## config.mk

```make
export PLATFORM = sky130hd
export DESIGN_NAME = rx_nibble_fifo
export DESIGN_NICKNAME = d
export VERILOG_FILES = /design/src/rtl/rx_nibble_fifo.sv
export SDC_FILE = /design/constraint.sdc
export NUM_CORES = 1
export LEC_CHECK = 0
export ABC_AREA = 0
export CELL_PAD_IN_SITES_DETAIL_PLACEMENT = 0
export CELL_PAD_IN_SITES_GLOBAL_PLACEMENT = 1
export CORE_MARGIN = 1.5
export CORE_UTILIZATION = 55
export DETAILED_ROUTE_END_ITERATION = 10
export DONT_BUFFER_PORTS = 1
export PLACE_DENSITY_LB_ADDON = 0.1
export REMOVE_ABC_BUFFERS = 1
export SYNTH_ARGS = -nofsm -noshare
export SYNTH_HDL_FRONTEND = slang
export SYNTH_SLANG_ARGS = --single-unit
```

## constraint.sdc

```tcl
create_clock -name clk -period 3.9 [get_ports clk]
set_input_delay 0.78 -clock clk [delete_from_list [all_inputs] [get_ports clk]]
set_output_delay 0.78 -clock clk [all_outputs]
set_load 0.01 [all_outputs]
```

## src/rtl/rx_nibble_fifo.sv

```systemverilog
// rx_nibble_fifo
//   Receive-side first-word-fall-through FIFO for decoded 4-bit words plus
//   their error status.
//   - Drives registered back-pressure to the upstream receiver.
//   - Keeps saturating counts of corrected and uncorrectable words.
//
// Optional feature macro: RX_DROP_UNCORR_EN
//   When defined, uncorrectable words are counted but not stored, and out_err
//   is tied to 0.
//
// Ports:
//   clk, rstn      clock, asynchronous active-low reset
//   in_data        decoded word from the receiver
//   in_valid       one-cycle strobe qualifying in_data and the error flags
//   in_err_corr    the word was single-bit corrected
//   in_err_unc     the word is uncorrectable
//   not_ready_out  registered back-pressure to the receiver
//   out_data       head entry data (combinational read)
//   out_err        head entry was stored with in_err_unc set
//   out_valid      FIFO non-empty
//   out_ready      consumer pops the head while out_valid is high
//   count          current occupancy
//   corr_cnt       saturating count of corrected words
//   unc_cnt        saturating count of uncorrectable words
//   overflow       sticky flag: a write was lost
//   clr_stats      synchronous clear of corr_cnt, unc_cnt and overflow
module rx_nibble_fifo #(
  parameter int DEPTH        = 8,
  parameter int AFULL_MARGIN = 2
) (
  input  logic                         clk,
  input  logic                         rstn,
  input  logic [3:0]                   in_data,
  input  logic                         in_valid,
  input  logic                         in_err_corr,
  input  logic                         in_err_unc,
  output logic                         not_ready_out,
  output logic [3:0]                   out_data,
  output logic                         out_err,
  output logic                         out_valid,
  input  logic                         out_ready,
  output logic [$clog2(DEPTH+1)-1:0]   count,
  output logic [7:0]                   corr_cnt,
  output logic [7:0]                   unc_cnt,
  output logic                         overflow,
  input  logic                         clr_stats
);

  localparam int AW = $clog2(DEPTH);
  localparam int CW = $clog2(DEPTH + 1);
  localparam logic [CW-1:0] FULL_LVL  = CW'(DEPTH);
  localparam logic [CW-1:0] AFULL_LVL = CW'(DEPTH - AFULL_MARGIN);

  // Storage: {err, data}. Not reset; contents behind rd_ptr are don't-care.
  logic [4:0]    mem_q [DEPTH];

  logic [AW-1:0] wr_ptr_q, wr_ptr_d;
  logic [AW-1:0] rd_ptr_q, rd_ptr_d;
  logic [CW-1:0] count_q, count_d;
  logic [7:0]    corr_q, corr_d;
  logic [7:0]    unc_q, unc_d;
  logic          ovf_q, ovf_d;
  logic          nrdy_q, nrdy_d;

  logic          eligible;
  logic          push;
  logic          pop;

`ifdef RX_DROP_UNCORR_EN
  assign eligible = ~in_err_unc;
`else
  assign eligible = 1'b1;
`endif

  assign pop  = (count_q != '0) && out_ready;
  // A pop in the same cycle frees the slot, so a push at full is accepted.
  assign push = in_valid && eligible && ((count_q < FULL_LVL) || pop);

  always_comb begin
    wr_ptr_d = wr_ptr_q;
    rd_ptr_d = rd_ptr_q;
    count_d  = count_q;
    corr_d   = corr_q;
    unc_d    = unc_q;
    ovf_d    = ovf_q;

    if (push) wr_ptr_d = wr_ptr_q + AW'(1);
    if (pop)  rd_ptr_d = rd_ptr_q + AW'(1);

    if (push && !pop)      count_d = count_q + CW'(1);
    else if (pop && !push) count_d = count_q - CW'(1);

    // A stored-eligible word arriving at full with no pop is lost.
    if (in_valid && eligible && (count_q == FULL_LVL) && !pop) ovf_d = 1'b1;

    // Counters run on every valid word, stored or not.
    if (in_valid && in_err_corr && !in_err_unc && (corr_q != 8'hFF))
      corr_d = corr_q + 8'd1;
    if (in_valid && in_err_unc && (unc_q != 8'hFF))
      unc_d = unc_q + 8'd1;

    // Clear wins over any same-cycle increment or overflow set.
    if (clr_stats) begin
      corr_d = '0;
      unc_d  = '0;
      ovf_d  = 1'b0;
    end

    // Back-pressure is computed from the next occupancy so it lands on the
    // same edge that crosses the threshold.
    nrdy_d = (count_d >= AFULL_LVL);
  end

  always_ff @(posedge clk or negedge rstn) begin
    if (!rstn) begin
      wr_ptr_q <= '0;
      rd_ptr_q <= '0;
      count_q  <= '0;
      corr_q   <= '0;
      unc_q    <= '0;
      ovf_q    <= 1'b0;
      nrdy_q   <= 1'b0;
    end else begin
      wr_ptr_q <= wr_ptr_d;
      rd_ptr_q <= rd_ptr_d;
      count_q  <= count_d;
      corr_q   <= corr_d;
      unc_q    <= unc_d;
      ovf_q    <= ovf_d;
      nrdy_q   <= nrdy_d;
    end
  end

  always_ff @(posedge clk) begin
    if (push) mem_q[wr_ptr_q] <= {in_err_unc, in_data};
  end

  assign out_data      = mem_q[rd_ptr_q][3:0];
`ifdef RX_DROP_UNCORR_EN
  assign out_err       = 1'b0;
`else
  assign out_err       = mem_q[rd_ptr_q][4];
`endif
  assign out_valid     = (count_q != '0);
  assign count         = count_q;
  assign corr_cnt      = corr_q;
  assign unc_cnt       = unc_q;
  assign overflow      = ovf_q;
  assign not_ready_out = nrdy_q;

endmodule

```

==> Word level (Yosys, flattened, before mapping) <==
Memories as Yosys holds them, arrays and structs flattened.
Cells that the tools add are included.
{ "classes": {"addsub": 6, "order_cmp": 2, "eq_ne": 3, "mux": 10, "reduce_logical": 19} }
{ "op_table": {"columns": ["op", "count"], "rows": [
  ["2-to-1 mux 8 bit", 4],
  ["adder 8 x 1 -> 8 bit (second input constant)", 2],
  ["!= test 8 bit (second input constant)", 2],
  ["logical AND 1 bit", 11],
  ["2-to-1 mux 4 bit", 2],
  ["adder 3 x 1 -> 3 bit (second input constant)", 2],
  ["nonzero test 2 bit", 3],
  ["adder 4 x 1 -> 4 bit (second input constant)", 1],
  ["equality test 4 bit (second input constant)", 1],
  ["greater-or-equal comparator 4 x 3 -> 1 bit (second input constant)", 1],
  ["< comparator 4 bit (second input constant)", 1],
  ["2-to-1 mux 1 bit", 4],
  ["nonzero test 4 bit", 1],
  ["subtractor 4 x 1 -> 4 bit (second input constant)", 1],
  ["zero test 1 bit", 3],
  ["logical OR 1 bit", 1]
]} }
{ "totals": {"regBits": 28, "mem_bits_rw": 40, "in_bits": 11, "wordCells": 48, "mem_count": 1} }
{ "memory_table": {"columns": ["memory", "depth", "word_bits", "rd", "rd_clocked_by_memory_dff", "wr", "line", "text"], "rows": [
  ["mem_q", 8, 5, 1, 0, 1, "55", "logic [4:0] mem_q [DEPTH];"]
]} }

==> Depth between registers and ports, before layout <==
{ "depth": {"ltp_word": 9, "ltp_mapped": 7, "mapped_depth_nobuf": 7} }

==> Worst setup path before layout <==
Ideal clock, no wire load.
{ "synth_timing": {"path_kind": "register -> output", "from": "reg rd_ptr_q[0]", "to": "out out_data[0]", "arrival_time_ns": 1.472, "t_required_ns": 3.120, "path_slack_ns": 1.648, "stages_incl_launch_ff": 4, "cell_sequence": "dfrtp_1 buf_2 mux4_2 mux2_2"} }
{ "synth_via": {"elab_chain_len": 1} }
{ "synth_lines": {"columns": ["element", "line", "text"], "rows": [
  ["start, declared", "58", "logic [AW-1:0] rd_ptr_q, rd_ptr_d;"],
  ["start signal, assigned", "125", "rd_ptr_q <= rd_ptr_d;"],
  ["memory read (8 x 5 bit)", null, null],
  ["end, declared", "38", "output logic [3:0] out_data,"]
]} }
Every way passes these cells.

==> Worst setup path in the final report <==
{ "layout_timing": {"from": "reg rd_ptr_q[0]", "to": "out out_err"} }
{ "layout_via": {"elab_chain_len": 1} }
{ "layout_lines": {"columns": ["element", "line", "text"], "rows": [
  ["memory read (8 x 5 bit)", null, null],
  ["end, declared", "39", "output logic out_err,"]
]} }
Every way passes these cells.

==> metrics.cfg <==
[drt]
drt_iter0_drc=110
vias=1735
route.detailed.wl_per_inst_um=18.9
drt-vias-per-instance=5.88
drc=0
drt_first_pass_iters=4
wl_um=5570
ant_nets=0

[placement]
gp_congestion=0.813
dp.cells=279
io_buffers=0
dpl.hpwl_um=3770
dp_slack_ns=1.43

[outcome]
outcome=complete, no violations

[timing]
setup_violations=0
max_freq_ghz=0.353
whs_ns=0.129
setup_tns_ns=0
hold_viol=0
skew_ns=0.00919
setup_ws_ns=1.07
rsz0062_at_grt=no
slew_viol_final=0
slew_headroom_pct=34.8
min_period_over_period_pct=72.6
post-route-min-period_ns=2.83
tightestPinTransition_ns=0.970

[power_and_ir_drop]
p_leak_nw=1.21
internal_power_mw=1.54
vdd.ir_drop.worst_v=0.000354
p_sw_mw=0.633
power_density_mw_per_mm2=659
swShare_pct=29.1
pwr-share-seq_pct=47.5
combPwrFrac_pct=20.7
pwr-share-clk_pct=31.8
report.power.total_mw=2.17

[logic_synthesis]
synth_edf_count=40
ys_types=39
yosys_warnings=0
synth-seq-area-share_pct=63.2
avgSynthCellArea_um2=13.9
synth_ff_type=edfxtp_1
netlist_instances=216
netlist_area_mm2=0.00301
synthArstFlopShare_pct=41.2
ys_ff_latch=68

[die]
die-area_mm2=0.00593
io_pins=39
rows=26
die_height_um=77.0
start_util_pct=57.8
core_area_mm2=0.00520
dieWidth_um=77.0

[clocking]
ctsHoldBuffers=0
ctsRootBufferMaster=clkbuf_8
cts_made_buffers=9
cts.sinks=68
htree_levels=3
cts_tree=built
cts_setup_buffers=0
worstSkewPairLatency_ns=0.34
post_cts_resized=0
cts.path.max_buffers=2
path_clk_slew_ns=0.08

[job]
max-cap-violations=0

[global_route]
use_met3_pct=5.36
grt_util_met1_pct=24.6
gr-total-overflow=0
grtUsageMet2_pct=33.6
grt_pass1_wl_um=8810
grt_max_degree=29
antenna_found_initial=0
grt.total_usage_pct=20.4
busiest_layer=met2
first_global_vias=1755

[layout]
nets=238
n_antenna_cell=0
layout-drive-gt1-share_pct=15.1
area_growth_pct=9.68
fin_cells=295

[setup_path]
worstReg2RegEnd=mem_q[0][0]$_DFFE_PP_
cp-end-kind=primary output
critical_path.cell_chain=mux4_2, mux2_2
critPathTopFamily=multiplexers
r2r_cells=4
path_buf_inv=0
required_ns=3.12
rr_startpoint=count[3]$_DFF_PN0_
critPathKind=flop to primary output
ff2ff_setup_slack_ns=1.71
path_max_fanout=12
cp.arrival_ns=2.05
start_kind=flop
cpPeakStageDelay_ns=0.80
slowest_stage=dfrtp_1

[min_path]
min-delay-path-class=input port to asynchronous set/reset pin

worst register-to-register path: stages (launching register included):
cell      delay (ns)
dfrtp_1         0.48
inv_1           0.16
o21a_1          0.26
nand2b_1        0.14
nor3_1          0.76
power by group through the flow:
stage          clock [mW]  combinational (mW)  sequential, mW
2_1_floorplan           0               0.380            1.00
3_5_place_dp            0               0.447            1.04
6_report            0.691               0.451            1.03
4_1_cts             0.706               0.454            1.03
3_3_place_gp            0               0.427            1.03
5_1_grt             0.735               0.495            1.05
per-stage QoR:
stage / utilization [%] / area (µm²)
final: 63.4 / 3300
after global routing: 63.4 / 3300
after CTS: 63.4 / 3300
after detailed placement: 58.8 / 3060
after global placement: 58.8 / 3060
after floorplan: - / 2970
worst max-delay path by stage:
stage / start / depth (start not counted) / slack [ns] / end
2_1_floorplan: rd_ptr_q[0]$_DFFE_PN0P_ / 2 / 1.58 / out_data[0]
3_3_place_gp: rd_ptr_q[0]$_DFFE_PN0P_ / 2 / 1.49 / out_err
3_5_place_dp: rd_ptr_q[0]$_DFFE_PN0P_ / 2 / 1.43 / out_data[1]
4_1_cts: rd_ptr_q[0]$_DFFE_PN0P_ / 2 / 1.01 / out_data[1]
5_1_grt: rd_ptr_q[0]$_DFFE_PN0P_ / 2 / 0.93 / out_data[1]
6_report: rd_ptr_q[0]$_DFFE_PN0P_ / 2 / 1.07 / out_err
cell usage after synthesis, types with 3 or more instances:
master    number  area [µm²]
a21oi_1        9        45.0
dfrtp_1       28         701
edfxtp_1      40        1200
ha_1           7        87.6
inv_1          6        22.5
mux2_2         7        78.8
mux2i_1        3        30.0
mux4_2        10         225
nand2_1       10        37.5
nand2b_1       5        31.3
nand3_1        4        20.0
nand4_1        5        31.3
nor2_1        29         109
nor3_1         4        20.0
o21ai_0        4        20.0
or3_1          3        18.8
xnor2_1       13         114
xor2_1         3        26.3
kinds of logic (layout without fill, tap and decap cells):
| family | count (synthesis) | after routing | share of synthesized area (%) |
|---|---|---|---|
| AND/OR/NAND/NOR | 69 | 69 | 11.6 |
| flip-flops | 68 | 68 | 63.2 |
| AO/OA/AOI/OAI | 23 | 23 | 4.65 |
| multiplexers | 20 | 20 | 11.1 |
| XOR/XNOR | 16 | 16 | 4.66 |
| buffers and inverters | 13 | 22 | 1.95 |
| adder cells (fa/ha/maj) | 7 | 7 | 2.91 |
flip-flops by register name, indices dropped and copies added, names as in the netlist:
signal         cells
count              4
rd_ptr_q           3
corr_cnt           8
mem_q             40
unc_cnt            8
wr_ptr_q           3
not_ready_out      1
overflow           1
cell type report:
cell class	instances	area [µm²]
clock inverters	6	113
clock buffers	10	128
fillers	382	1900
multi-input cells	135	1050
well taps	70	87.6
inverters	6	22.5
flip-flops and latches	68	1900
routing by layer:
| layer | share of wire (%) | wire, µm |
|---|---|---|
| met5 | 0 | 0 |
| met4 | 2.0 | 114 |
| met3 | 5.5 | 306 |
| met2 | 50 | 2790 |
| met1 | 42 | 2360 |
cells in the final DEF (no fill, tap or decap), drive strengths merged, types with 2 or more instances in the layout:
master and count:
edfxtp 40, nor2 29, dfrtp 28, xnor2 13
mux4 10, nand2 10, clkbuf 10, a21oi 9
mux2 7, ha 7, inv 6, nand2b 5
nand4 5, o21ai 4, nor3 4, nand3 4
or3 3, mux2i 3, xor2 3, bufinv 3
clkinv 3, o31ai 2, a31oi 2, o211ai 2
No activity file was read; power rests on OpenSTA's default activity.
